`config.mk`:
```
export PLATFORM = sky130hd
export DESIGN_NAME = if_fetch_unit_flat
export DESIGN_NICKNAME = d
export VERILOG_FILES = /design/src/rtl/if_fetch_unit_pkg.sv /design/src/rtl/if_fetch_unit_if.sv /design/src/rtl/fetch_skid_fifo.sv /design/src/rtl/if_fetch_unit.sv /design/src/flat_wrapper.sv
export SDC_FILE = /design/constraint.sdc
export NUM_CORES = 1
export LEC_CHECK = 0
export CAP_MARGIN = 40
export CORE_ASPECT_RATIO = 0.5
export CORE_MARGIN = 4
export CORE_UTILIZATION = 30
export CTS_CLUSTER_SIZE = 10
export DETAILED_ROUTE_END_ITERATION = 8
export PLACE_DENSITY = 0.56
export SLEW_MARGIN = 20
export SYNTH_ARGS = -nofsm -noshare
export SYNTH_HDL_FRONTEND = slang
export SYNTH_HIERARCHICAL = 1
export SYNTH_SLANG_ARGS = --single-unit
```
`constraint.sdc`:
```
create_clock -name clk -period 14.3 [get_ports clk]
set_input_delay 3.575 -clock clk [delete_from_list [all_inputs] [get_ports clk]]
set_output_delay 3.575 -clock clk [all_outputs]
set_load 0.01 [all_outputs]
```
`src/rtl/if_fetch_unit_pkg.sv`:
```
// Shared fetch-stage types and reset constants.
// Used by the fetch unit, its skid FIFO and the bench.
package if_fetch_unit_pkg;

    localparam logic [31:0] RESET_PC = 32'h0000_0060;
    localparam logic [31:0] NOP_INST = 32'h0000_0013;

    typedef struct packed {
        logic [31:0] pc;
        logic [31:0] inst;
    } fetch_entry_t;

    typedef enum logic [0:0] {
        FETCH = 1'b0,
        DROP  = 1'b1
    } fetch_state_e;

endpackage

```
`src/rtl/if_fetch_unit_if.sv`:
```
// Blocking I-cache request bus between fetch and the cache.
// The fetch unit is the master.
interface if_fetch_unit_if;

    logic        inst_read;
    logic [31:0] inst_addr;
    logic        inst_resp;
    logic [31:0] inst_rdata;

    modport master (
        output inst_read,
        output inst_addr,
        input  inst_resp,
        input  inst_rdata
    );

    modport slave (
        input  inst_read,
        input  inst_addr,
        output inst_resp,
        output inst_rdata
    );

endinterface

```
`src/rtl/fetch_skid_fifo.sv`:
```
// Two-entry {pc, inst} skid FIFO feeding the IF/ID register.
// Flush wins over push and pop.
module fetch_skid_fifo
    import if_fetch_unit_pkg::*;
(
    input  logic         clk,
    input  logic         rst,
    input  logic         push,
    input  logic         pop,
    input  logic         flush,
    input  fetch_entry_t din,
    output logic [1:0]   count,
    output fetch_entry_t head
);

    fetch_entry_t mem [2];
    logic         rd_ptr;
    logic         wr_ptr;
    logic         do_pop;
    logic         do_push;

    assign do_pop  = pop && (count != 2'd0);
    assign do_push = push && ((count != 2'd2) || do_pop);
    assign head    = mem[rd_ptr];

    always_ff @(posedge clk) begin
        if (rst || flush) begin
            rd_ptr <= 1'b0;
            wr_ptr <= 1'b0;
            count  <= 2'd0;
        end else begin
            if (do_push) begin
                mem[wr_ptr] <= din;
                wr_ptr      <= ~wr_ptr;
            end
            if (do_pop) begin
                rd_ptr <= ~rd_ptr;
            end
            count <= count + {1'b0, do_push}
                           - {1'b0, do_pop};
        end
    end

endmodule

```
`src/rtl/if_fetch_unit.sv`:
```
// Instruction-fetch initiator: owns the fetch PC, drives the
// I-cache bus and hands {pc, inst} to IF/ID via a skid FIFO.
module if_fetch_unit #(
    parameter logic [31:0] RESET_PC =
        if_fetch_unit_pkg::RESET_PC,
    parameter logic [31:0] NOP_INST =
        if_fetch_unit_pkg::NOP_INST
) (
    input  logic                  clk,
    input  logic                  rst,
    input  logic                  stall,
    input  logic                  br_mispredict,
    input  logic [31:0]           br_target,
    if_fetch_unit_if.master       bus,
    output logic                  valid_out,
    output logic [31:0]           pc_out,
    output logic [31:0]           inst_out
);

    import if_fetch_unit_pkg::fetch_entry_t;
    import if_fetch_unit_pkg::fetch_state_e;
    import if_fetch_unit_pkg::FETCH;
    import if_fetch_unit_pkg::DROP;

    fetch_state_e state;
    logic [31:0]  req_pc;
    logic [31:0]  redirect_pc;
    logic [1:0]   count;
    fetch_entry_t head;
    fetch_entry_t din;
    logic         accept;
    logic         consume;

    // Count only reaches 2 through a response, so this never
    // drops inst_read in the middle of a request.
    assign bus.inst_read = !rst
        && ((state == DROP) || (count != 2'd2));
    assign bus.inst_addr = req_pc;

    assign valid_out = !rst && (count != 2'd0);
    assign pc_out    = valid_out ? head.pc : 32'd0;
    assign inst_out  = valid_out ? head.inst : NOP_INST;

    assign accept  = (state == FETCH) && bus.inst_resp
                  && !br_mispredict;
    assign consume = valid_out && !stall;
    assign din     = '{pc: req_pc, inst: bus.inst_rdata};

    fetch_skid_fifo u_fifo (
        .clk   (clk),
        .rst   (rst),
        .push  (accept),
        .pop   (consume),
        .flush (br_mispredict),
        .din   (din),
        .count (count),
        .head  (head)
    );

    always_ff @(posedge clk) begin
        if (rst) begin
            state       <= FETCH;
            req_pc      <= RESET_PC;
            redirect_pc <= RESET_PC;
        end else if (br_mispredict) begin
            // A live request cannot be cancelled: park the
            // target and swallow the stale response in DROP.
            if (bus.inst_read && !bus.inst_resp) begin
                redirect_pc <= br_target;
                state       <= DROP;
            end else begin
                req_pc <= br_target;
                state  <= FETCH;
            end
        end else begin
            unique case (state)
                FETCH: begin
                    if (accept) begin
                        req_pc <= req_pc + 32'd4;
                    end
                end
                DROP: begin
                    if (bus.inst_resp) begin
                        req_pc <= redirect_pc;
                        state  <= FETCH;
                    end
                end
                default: state <= FETCH;
            endcase
        end
    end

endmodule

```
`src/flat_wrapper.sv`:
```
// flat-port wrapper written by rule: the top's interface ports become plain ports
module if_fetch_unit_flat import if_fetch_unit_pkg::fetch_entry_t; import if_fetch_unit_pkg::fetch_state_e; import if_fetch_unit_pkg::FETCH; import if_fetch_unit_pkg::DROP;
#(
    parameter logic [31:0] RESET_PC =
        if_fetch_unit_pkg::RESET_PC,
    parameter logic [31:0] NOP_INST =
        if_fetch_unit_pkg::NOP_INST
)
  (clk, rst, stall, br_mispredict, br_target, valid_out, pc_out, inst_out, bus_inst_read, bus_inst_addr, bus_inst_resp, bus_inst_rdata);
  if_fetch_unit_if bus_i ();
  input  logic clk;
  input  logic rst;
  input  logic stall;
  input  logic br_mispredict;
  input  logic [31:0] br_target;
  output logic valid_out;
  output logic [31:0] pc_out;
  output logic [31:0] inst_out;
  output wire logic [$bits(bus_i.inst_read)-1:0] bus_inst_read;
  output wire logic [$bits(bus_i.inst_addr)-1:0] bus_inst_addr;
  input wire logic [$bits(bus_i.inst_resp)-1:0] bus_inst_resp;
  input wire logic [$bits(bus_i.inst_rdata)-1:0] bus_inst_rdata;
  assign bus_inst_read = bus_i.inst_read;
  assign bus_inst_addr = bus_i.inst_addr;
  assign bus_i.inst_resp = bus_inst_resp;
  assign bus_i.inst_rdata = bus_inst_rdata;
  if_fetch_unit #(.RESET_PC(RESET_PC), .NOP_INST(NOP_INST)) u_core (.clk(clk), .rst(rst), .stall(stall), .br_mispredict(br_mispredict), .br_target(br_target), .bus(bus_i), .valid_out(valid_out), .pc_out(pc_out), .inst_out(inst_out));
endmodule
```
Word level (Yosys, flattened, before mapping)

Memory sizes are Yosys's and may differ from the RTL's. A register that Yosys moved wholly into a read port is not among the register bits.
Cells that the tools add are included.

$add $sub $neg: 3
Equality and inequality tests: 4
Multiplexer cells: 16
Bitwise logic cells: 3
Reduce and logical (&&, ||, !) cells: 18

Operators by type and width:

| kind                    | number |
|---|---|
| $mux W32                | 6 |
| $pmux W32 S2            | 1 |
| $add A32 B3 Y32 const B | 1 |
| $mux W1                 | 9 |
| $logic_and A1 B1 Y1     | 8 |
| $ne A3 B3 Y1 const B    | 2 |
| $logic_not A1 Y1        | 4 |
| $ne A2 B2 Y1 const B    | 2 |
| $logic_or A1 B1 Y1      | 3 |
| $not A1 Y1              | 3 |
| $reduce_and A3 Y1       | 1 |
| $add A2 B1 Y2           | 1 |
| $reduce_and A2 Y1       | 1 |
| $reduce_bool A2 Y1      | 1 |
| $sub A2 B1 Y2           | 1 |

Bits in registers: 69
Memory bits (writable): 128
Bits of input ports: 69
Output and inout port bits: 98
Logic and storage cells: 51
Memories kept: 1

Memory list:

| name              | depth | width | read ports | clocked after Yosys merged registers in | write ports | RTL line              | RTL |
|---|---|---|---|---|---|---|---|
| u_core.u_fifo.mem | 2     | 64    | 1          | 1                                       | 1           | fetch_skid_fifo.sv:16 | `fetch_entry_t mem [2];` |

Depth between registers and ports, before layout

Gate-level depths: netlist of the first run.

Depth in word-level cells: 9
Depth in mapped cells: 11

Cells and area by module

Netlist of the first run, hierarchy kept.

By module, submodules not included:

| module          | instances | cells an instance | area an instance (sq um) |
|---|---|---|---|
| fetch_skid_fifo | 1         | 223               | 5118.7 |
| if_fetch_unit   | 1         | 554               | 3947.5 |

Worst setup path after synthesis of the first run

Ideal clock, no wire load.

Path type: input to register
Start: input rst
End: memory u_core/u_fifo/mem[1][0] (netlist name), enable pin
Library setup time: 0.665 ns
Arrival time: 11.235 ns
Data required time: 13.635 ns
Path slack: 2.399 ns
Stages on the path: 6
Buffers on the path: 3
Path through: clkbuf_1 > clkbuf_1 > buf_1 > nor3_1 > o31ai_4 > nor4b_1

Cells in the longest elaborated chain, start to end: 9

RTL lines:

| element                       | RTL line              | RTL |
|---|---|---|
| from (decl)                   | flat_wrapper.sv:12    | `input logic rst;` |
| $logic_not A1 Y1              | if_fetch_unit.sv:40   | `assign valid_out = !rst && (count != 2'd0);` |
| $logic_and A1 B1 Y1           | if_fetch_unit.sv:40   |  |
| $logic_and A1 B1 Y1           | if_fetch_unit.sv:46   | `assign consume = valid_out && !stall;` |
| net u_core.consume            | if_fetch_unit.sv:32   | `logic consume;` |
| $logic_and A1 B1 Y1           | fetch_skid_fifo.sv:22 | `assign do_pop = pop && (count != 2'd0);` |
| $logic_or A1 B1 Y1            | fetch_skid_fifo.sv:23 | `assign do_push = push && ((count != 2'd2) \|\| do_pop);` |
| $logic_and A1 B1 Y1           | fetch_skid_fifo.sv:23 |  |
| $mux W1                       | fetch_skid_fifo.sv:32 | `if (do_push) begin` |
| $mux W1                       | fetch_skid_fifo.sv:27 | `if (rst \|\| flush) begin` |
| $mux W1 (not written as such) | fetch_skid_fifo.sv:33 | `mem[wr_ptr] <= din;` |
| to (decl)                     | fetch_skid_fifo.sv:16 |  |

The timed path passes the listed nets, and every way through them passes these cells.

Worst setup path after layout of the first run

Start: input rst
End: output pc_out[18]

Cells in the longest elaborated chain, start to end: 3

RTL lines:

| element             | RTL line            | RTL |
|---|---|---|
| $logic_not A1 Y1    | if_fetch_unit.sv:40 |  |
| $logic_and A1 B1 Y1 | if_fetch_unit.sv:40 |  |
| $mux W32            | if_fetch_unit.sv:41 | `assign pc_out = valid_out ? head.pc : 32'd0;` |
| to (decl)           | flat_wrapper.sv:17  | `output logic [31:0] pc_out;` |

No other way between the ends.

==> impl_metrics.yaml, run 1 <==
sta:
  relSlewSlack: 0.487
  min_period_over_period: 0.609
  fin_skew_ps: 9.46
  setup_viol: 0
  worstMarginPinSlew_ps: 769
  clock.fmax_mhz: 115
  hold_viol_final: 0
  rsz0062_at_grt: "no"
  maxSlewViolCount: 0
  period_minus_slack_ps: 8710
  tns_ps: 0
floorplanning:
  die-area_mm2: 0.0332
  initial_core_util: 0.308
  die_h_um: 131
  pin_count: 167
  rows: 44
  die_w_um: 254
  design.core.area_mm2: 0.0294
logic_synthesis:
  synthSimpleGateAreaFrac: 0.165
  synth_top_area_frac: 0.424
  syn_inst: 777
  synth-seq-cells: 198
  synth_top_family_by_area: "simple AND/OR/NAND/NOR gates"
  synth_common_cells: "128 x edfxtp_1, 113 x nand2_1, 70 x dfxtp_1"
  yosysSeqAreaShare: 0.579
  synth_nets: 849
  synthAdderAreaFrac: 0.00414
  synth_mux_area_frac: 0.109
  synth.most_common_cell: "edfxtp_1"
  ys_top_cells_by_area: "edfxtp_1 42%, dfxtp_1 15%, mux2_4 9.9%"
  synthXorXnorAreaFrac: 0.0106
  mappedNetlistArea_mm2: 0.00907
  synth_warnings: 6
  syn_area_per_cell_um2: 11.7
  synth_edf_count: 128
  ys.flop_type: "edfxtp_1"
  ys_types: 63
  async_flop_share: 0
  yosysTopAreaCell: "edfxtp_1"
  synth_compound_area_frac: 0.101
setup_path:
  max_stage_delay_ps: 600
  rrSetupSlack_ps: 11560
  crit_arrival_ps: 5140
  cp-startpoint: "rst"
  worst_ep_required_time_ps: 10720
  worst-setup-path-type: "in2out"
  worst_r2r_endpoint: "u_core/bus.inst_addr[31]$_SDFFE_PP0P_"
  cp_cell_sequence: "buf_2, nor2_4, buf_16, and2_1, clkdlybuf4s50_1"
  crit_fanout: 34
  r2r-start: "u_core/bus.inst_addr[7]$_SDFFE_PP0P_"
  critPathLaunchType: "input port"
  cp-end-kind: "output port"
  r2r_cells: 5
  endpoint: "pc_out[18]"
  cp_slowest_cell: "clkdlybuf4s50_1"
global_routing:
  grt_pass1_vias: 6282
  antenna_found_initial: 0
  grt-ovfl-total: 0
  grt_pass1_wl_um: 36600
  grt_max_degree: 75
  grt_usage: 0.143
clock_tree:
  clk_pin_slew_worst_paths_ps: 70
  ctsRootBufferMaster: "clkbuf_16"
  cts_htree_levels: 4
  postCtsHoldBufs: 0
  clk_latency_ps: 430
  clock_sinks: 198
  cts-buffers-inserted: 17
  cts_tree: "built"
  clock_path_buffers: 2
  cts_setup_buffers: 0
  cts_resized: 0
final_layout:
  syn2layout_area_growth_pct: 29.7
  nFillCells: 2788
  drive_above_1_share: 0.138
  finalNetCount: 1002
  final_cell_count_no_fill: 1334
  n_antenna_cell: 0
routing:
  routed_wl_um: 24100
  num_vias: 6495
  viasPerCell: 4.87
  route.detailed.drc: 0
  final_antenna_net_count: 0
  wire_per_inst_um: 18.1
  dr.pass1.iters: 5
  drt_iter0_drc: 617
place:
  place_congestion: 0.842
  dp_cells: 1301
  io_buffers: 166
  dp_hpwl_um: 16500
power_and_ir_drop:
  total_power_w: 0.00123
  ir_worst_vdd_uv: 63.9
  p_leak_nw: 4.00
  power_density_mw_per_mm2: 104
worst_hold_path:
  timing.hold.worst.class: "reg2reg"
run:
  maxCapViolCount: 0
outcome:
  outcome: "complete, no violations"
==> power by group <==
group	switching (W)	internal, W
clock	0.000230	0.000249
combinational	0.0000528	0.0000536
sequential	0.0000181	0.000622
==> worst max-delay path, delay by kind of cell <==
| kind | cells | cell delay (ps) |
|---|---|---|
| AND/OR/NAND/NOR | 2 | 600 |
| buffers and inverters | 3 | 950 |
==> layout make-up <==
cell class	count	area, µm²	area share
multi-input combinational	518	3560	0.303
tap	391	489	0.0416
clock buffer	17	425	0.0362
inverter	12	45.0	0.00383
sequential	198	5250	0.446
clock inverter	15	159	0.0135
timing repair buffer	183	1830	0.155
==> flip-flops by register name, indices dropped and copies added (netlist names), named ones only <==
register and flops:
u_core/u_fifo/count 2, u_core/u_fifo/wr_ptr 1, u_core/state 1, u_core/bus.inst_addr 32
u_core/u_fifo/rd_ptr 1, u_core/redirect_pc 32, u_core/u_fifo/mem 128
==> cells in the final DEF (no fill, tap or decap), types with 5 or more instances in the layout <==
cell / count
a211oi_1: 9
a21oi_1: 62
and2_1: 63
and3_1: 7
and4_1: 5
buf_4: 14
clkbuf_16: 17
clkdlybuf4s50_1: 164
dfxtp_1: 69
edfxtp_1: 128
inv_1: 11
inv_8: 6
mux2_4: 60
nand2_1: 112
nand3_1: 18
nand4_1: 8
nor2_1: 26
nor3_1: 12
nor4_1: 9
o211ai_1: 5
o21a_1: 6
o21ai_0: 27
or3_1: 9
xnor2_1: 8
==> kinds of logic (layout without fill, tap and decap cells) <==
group	count (synthesis)	in the layout
buffers and inverters	61	227
muxes	68	68
DFF	198	198
and+or+nand+nor	291	291
adders and majority gates	3	3
xor gates and xnor gates	11	11
AOI/OAI and AO/OA	145	145
==> per-layer routing <==
metal  part of all wire  GRT usage
met4              0.015     0.0419
met3              0.048     0.0291
met5                  0          0
met1               0.43      0.184
met2               0.50      0.247
==> how the worst min path moves through the flow <==
stage                                                    from                                   to  slack [ps]  cells after the start
after floorplan           u_core/redirect_pc[12]$_SDFFE_PP0P_  u_core/redirect_pc[12]$_SDFFE_PP0P_         430                      2
after CTS                 u_core/redirect_pc[25]$_SDFFE_PP0P_  u_core/redirect_pc[25]$_SDFFE_PP0P_         460                      2
after global placement     u_core/redirect_pc[1]$_SDFFE_PP0P_   u_core/redirect_pc[1]$_SDFFE_PP0P_         440                      2
after detailed placement  u_core/redirect_pc[25]$_SDFFE_PP0P_  u_core/redirect_pc[25]$_SDFFE_PP0P_         440                      2
final                     u_core/redirect_pc[28]$_SDFFE_PP0P_  u_core/redirect_pc[28]$_SDFFE_PP0P_         450                      2
after global routing      u_core/redirect_pc[14]$_SDFFE_PP0P_  u_core/redirect_pc[14]$_SDFFE_PP0P_         470                      2
==> per-stage QoR <==
step	cell area, µm²	util	setup WS [ps]	hold slack (ps)
2_1_floorplan	9070	-	2400	431
3_3_place_gp	11100	0.377	5370	438
3_5_place_dp	11100	0.379	5510	445
4_1_cts	11700	0.399	5500	456
5_1_grt	11800	0.400	5430	474
6_report	11800	0.400	5590	450
No activity file was read; power rests on OpenSTA's default activity.
==> inputs of run 2 (changes only) <==
--- a/config.mk
+++ b/config.mk
@@ -11,7 +11,7 @@
 export CORE_UTILIZATION = 30
 export CTS_CLUSTER_SIZE = 10
 export DETAILED_ROUTE_END_ITERATION = 8
-export PLACE_DENSITY = 0.56
+export PLACE_DENSITY = 0.58
 export SLEW_MARGIN = 20
 export SYNTH_ARGS = -nofsm -noshare
 export SYNTH_HDL_FRONTEND = slang
==> constraint.sdc (replaced) <==
create_clock -name clk -period 7.1 [get_ports clk]
set_input_delay 1.775 -clock clk [delete_from_list [all_inputs] [get_ports clk]]
set_output_delay 1.775 -clock clk [all_outputs]
set_load 0.01 [all_outputs]
==> run 2 against run 1 <==
Effect of this change:
- cell count is 0.22% higher
- routed wire length rose by 0.75%
- critical path depth unchanged
- worst setup slack worse by 3600 ps
- combinational power grew 100%
==> impl_metrics.yaml, run 2 (synthesized netlist as in run 1, its figures left out) <==
final_layout:
  largest_reg_flops: 128
  final_cell_count_no_fill: 1337
  nFillCells: 2812
  syn2layout_area_growth_pct: 30.7
  layout_commonest_cell: "clkdlybuf4s50_1"
  mostFrequentLayoutCells: "164 x clkdlybuf4s50_1, 128 x edfxtp_1, 113 x nand2_1, 69 x dfxtp_1, 63 x and2_1"
  n_antenna_cell: 0
  drive_above_1_share: 0.138
  largest-register: "u_core/u_fifo/mem"
  finalNetCount: 1005
worst_hold_path:
  min_path_cells: 2
  timing.hold.worst.class: "reg2reg"
  min-delay-start: "u_core/redirect_pc[27]$_SDFFE_PP0P_"
  hold_end: "u_core/redirect_pc[27]$_SDFFE_PP0P_"
global_routing:
  grt_pass1_wl_um: 36900
  antenna_found_initial: 0
  grt_usage: 0.144
  grt_pass1_vias: 6418
  grt_max_degree: 75
  grt-ovfl-total: 0
routing:
  route.detailed.drc: 0
  dr.pass1.iters: 5
  viasPerCell: 4.85
  drt_iter0_drc: 507
  wire_per_inst_um: 18.2
  final_antenna_net_count: 0
  routed_wl_um: 24300
  num_vias: 6481
sta:
  rsz0062_at_grt: "no"
  period_minus_slack_ps: 5120
  min_period_over_period: 0.721
  setup_viol: 0
  clock.fmax_mhz: 195
  hold_viol_final: 0
  worstMarginPinSlew_ps: 735
  fin_skew_ps: 13.7
  maxSlewViolCount: 0
  relSlewSlack: 0.507
  tns_ps: 0
  postLayoutSetupSlackWorst_ps: 1980
setup_path:
  r2r_cells: 5
  r2r-start: "u_core/bus.inst_addr[7]$_SDFFE_PP0P_"
  critPathLaunchType: "input port"
  worst-setup-path-type: "in2out"
  crit_arrival_ps: 3340
  rrSetupSlack_ps: 4320
  cp-end-kind: "output port"
  crit_fanout: 35
  worst_ep_required_time_ps: 5330
  worst_r2r_endpoint: "u_core/bus.inst_addr[31]$_SDFFE_PP0P_"
run:
  maxCapViolCount: 0
place:
  place_ws_ps: 1930
  place_congestion: 0.840
  dp_hpwl_um: 16900
  dp_cells: 1302
  io_buffers: 166
clock_tree:
  clock_sinks: 198
  cts_resized: 0
  clock_path_buffers: 2
  cts_tree: "built"
  cts-buffers-inserted: 17
  cts_setup_buffers: 0
  ctsRootBufferMaster: "clkbuf_16"
  clk_pin_slew_worst_paths_ps: 70
  cts_htree_levels: 4
  postCtsHoldBufs: 0
  clk_latency_ps: 430
power_and_ir_drop:
  power_density_mw_per_mm2: 210
  total_power_w: 0.00249
  p_leak_nw: 4.03
  ir_worst_vdd_uv: 151
floorplanning:
  die-area_mm2: 0.0332
  design.core.area_mm2: 0.0294
  die_h_um: 131
  initial_core_util: 0.308
  rows: 44
  pin_count: 167
  die_w_um: 254
outcome:
  outcome: "complete, no violations"
## run 2: cell count changes in the layout (fill, tap and decap cells not counted), sizes merged
cell / change
buf: +3
clkinv: -2
bufinv: +1
clkbuf: +1
clkinvlp: +1
inv: -1
## run 2: layout make-up
class	count	area [µm²]	share of cell area
clock buffers	18	429	0.0362
multi-input cells	518	3570	0.301
flip-flops and latches	198	5250	0.443
repair buffers	186	1900	0.160
clock inverters	14	165	0.0139
inverters	12	45.0	0.00380
well taps	391	489	0.0413
## run 2: through the flow
stage	utilization	hold slack, ps	area, µm²
after global placement	0.378	437	11100
after CTS	0.401	458	11800
final	0.403	455	11800
after global routing	0.403	477	11800
after floorplan	-	431	9070
after detailed placement	0.380	447	11200
## run 2: worst max-delay path, cell delays in order
cell and delay (ps):
buf_2 120, nor2_4 460, buf_16 230, and2_1 130, clkdlybuf4s50_1 610
## run 2: worst max-delay path by stage
stage	startpoint	endpoint	slack, ps	cells after the start
3_5_place_dp	rst	inst_out[4]	1930	4
6_report	rst	pc_out[21]	1980	5
2_1_floorplan	rst	u_core/u_fifo/mem[1][0]$_DFFE_PP_	220	6
5_1_grt	rst	pc_out[21]	1880	5
3_3_place_gp	rst	pc_out[21]	1800	4
4_1_cts	rst	inst_out[4]	1920	4
## run 2: routing by layer
layer  global-route usage  share of wire
met1                0.185           0.43
met2                0.245           0.50
met3               0.0297          0.050
met4               0.0486          0.021
met5                    0              0
## run 2: report_power, final
part	internal [W]	total, W	switching (W)
clock	0.000532	0.000983	0.000451
sequential	0.00125	0.00129	0.0000370
combinational	0.000110	0.000216	0.000107
total	0.00189	0.00249	0.000595
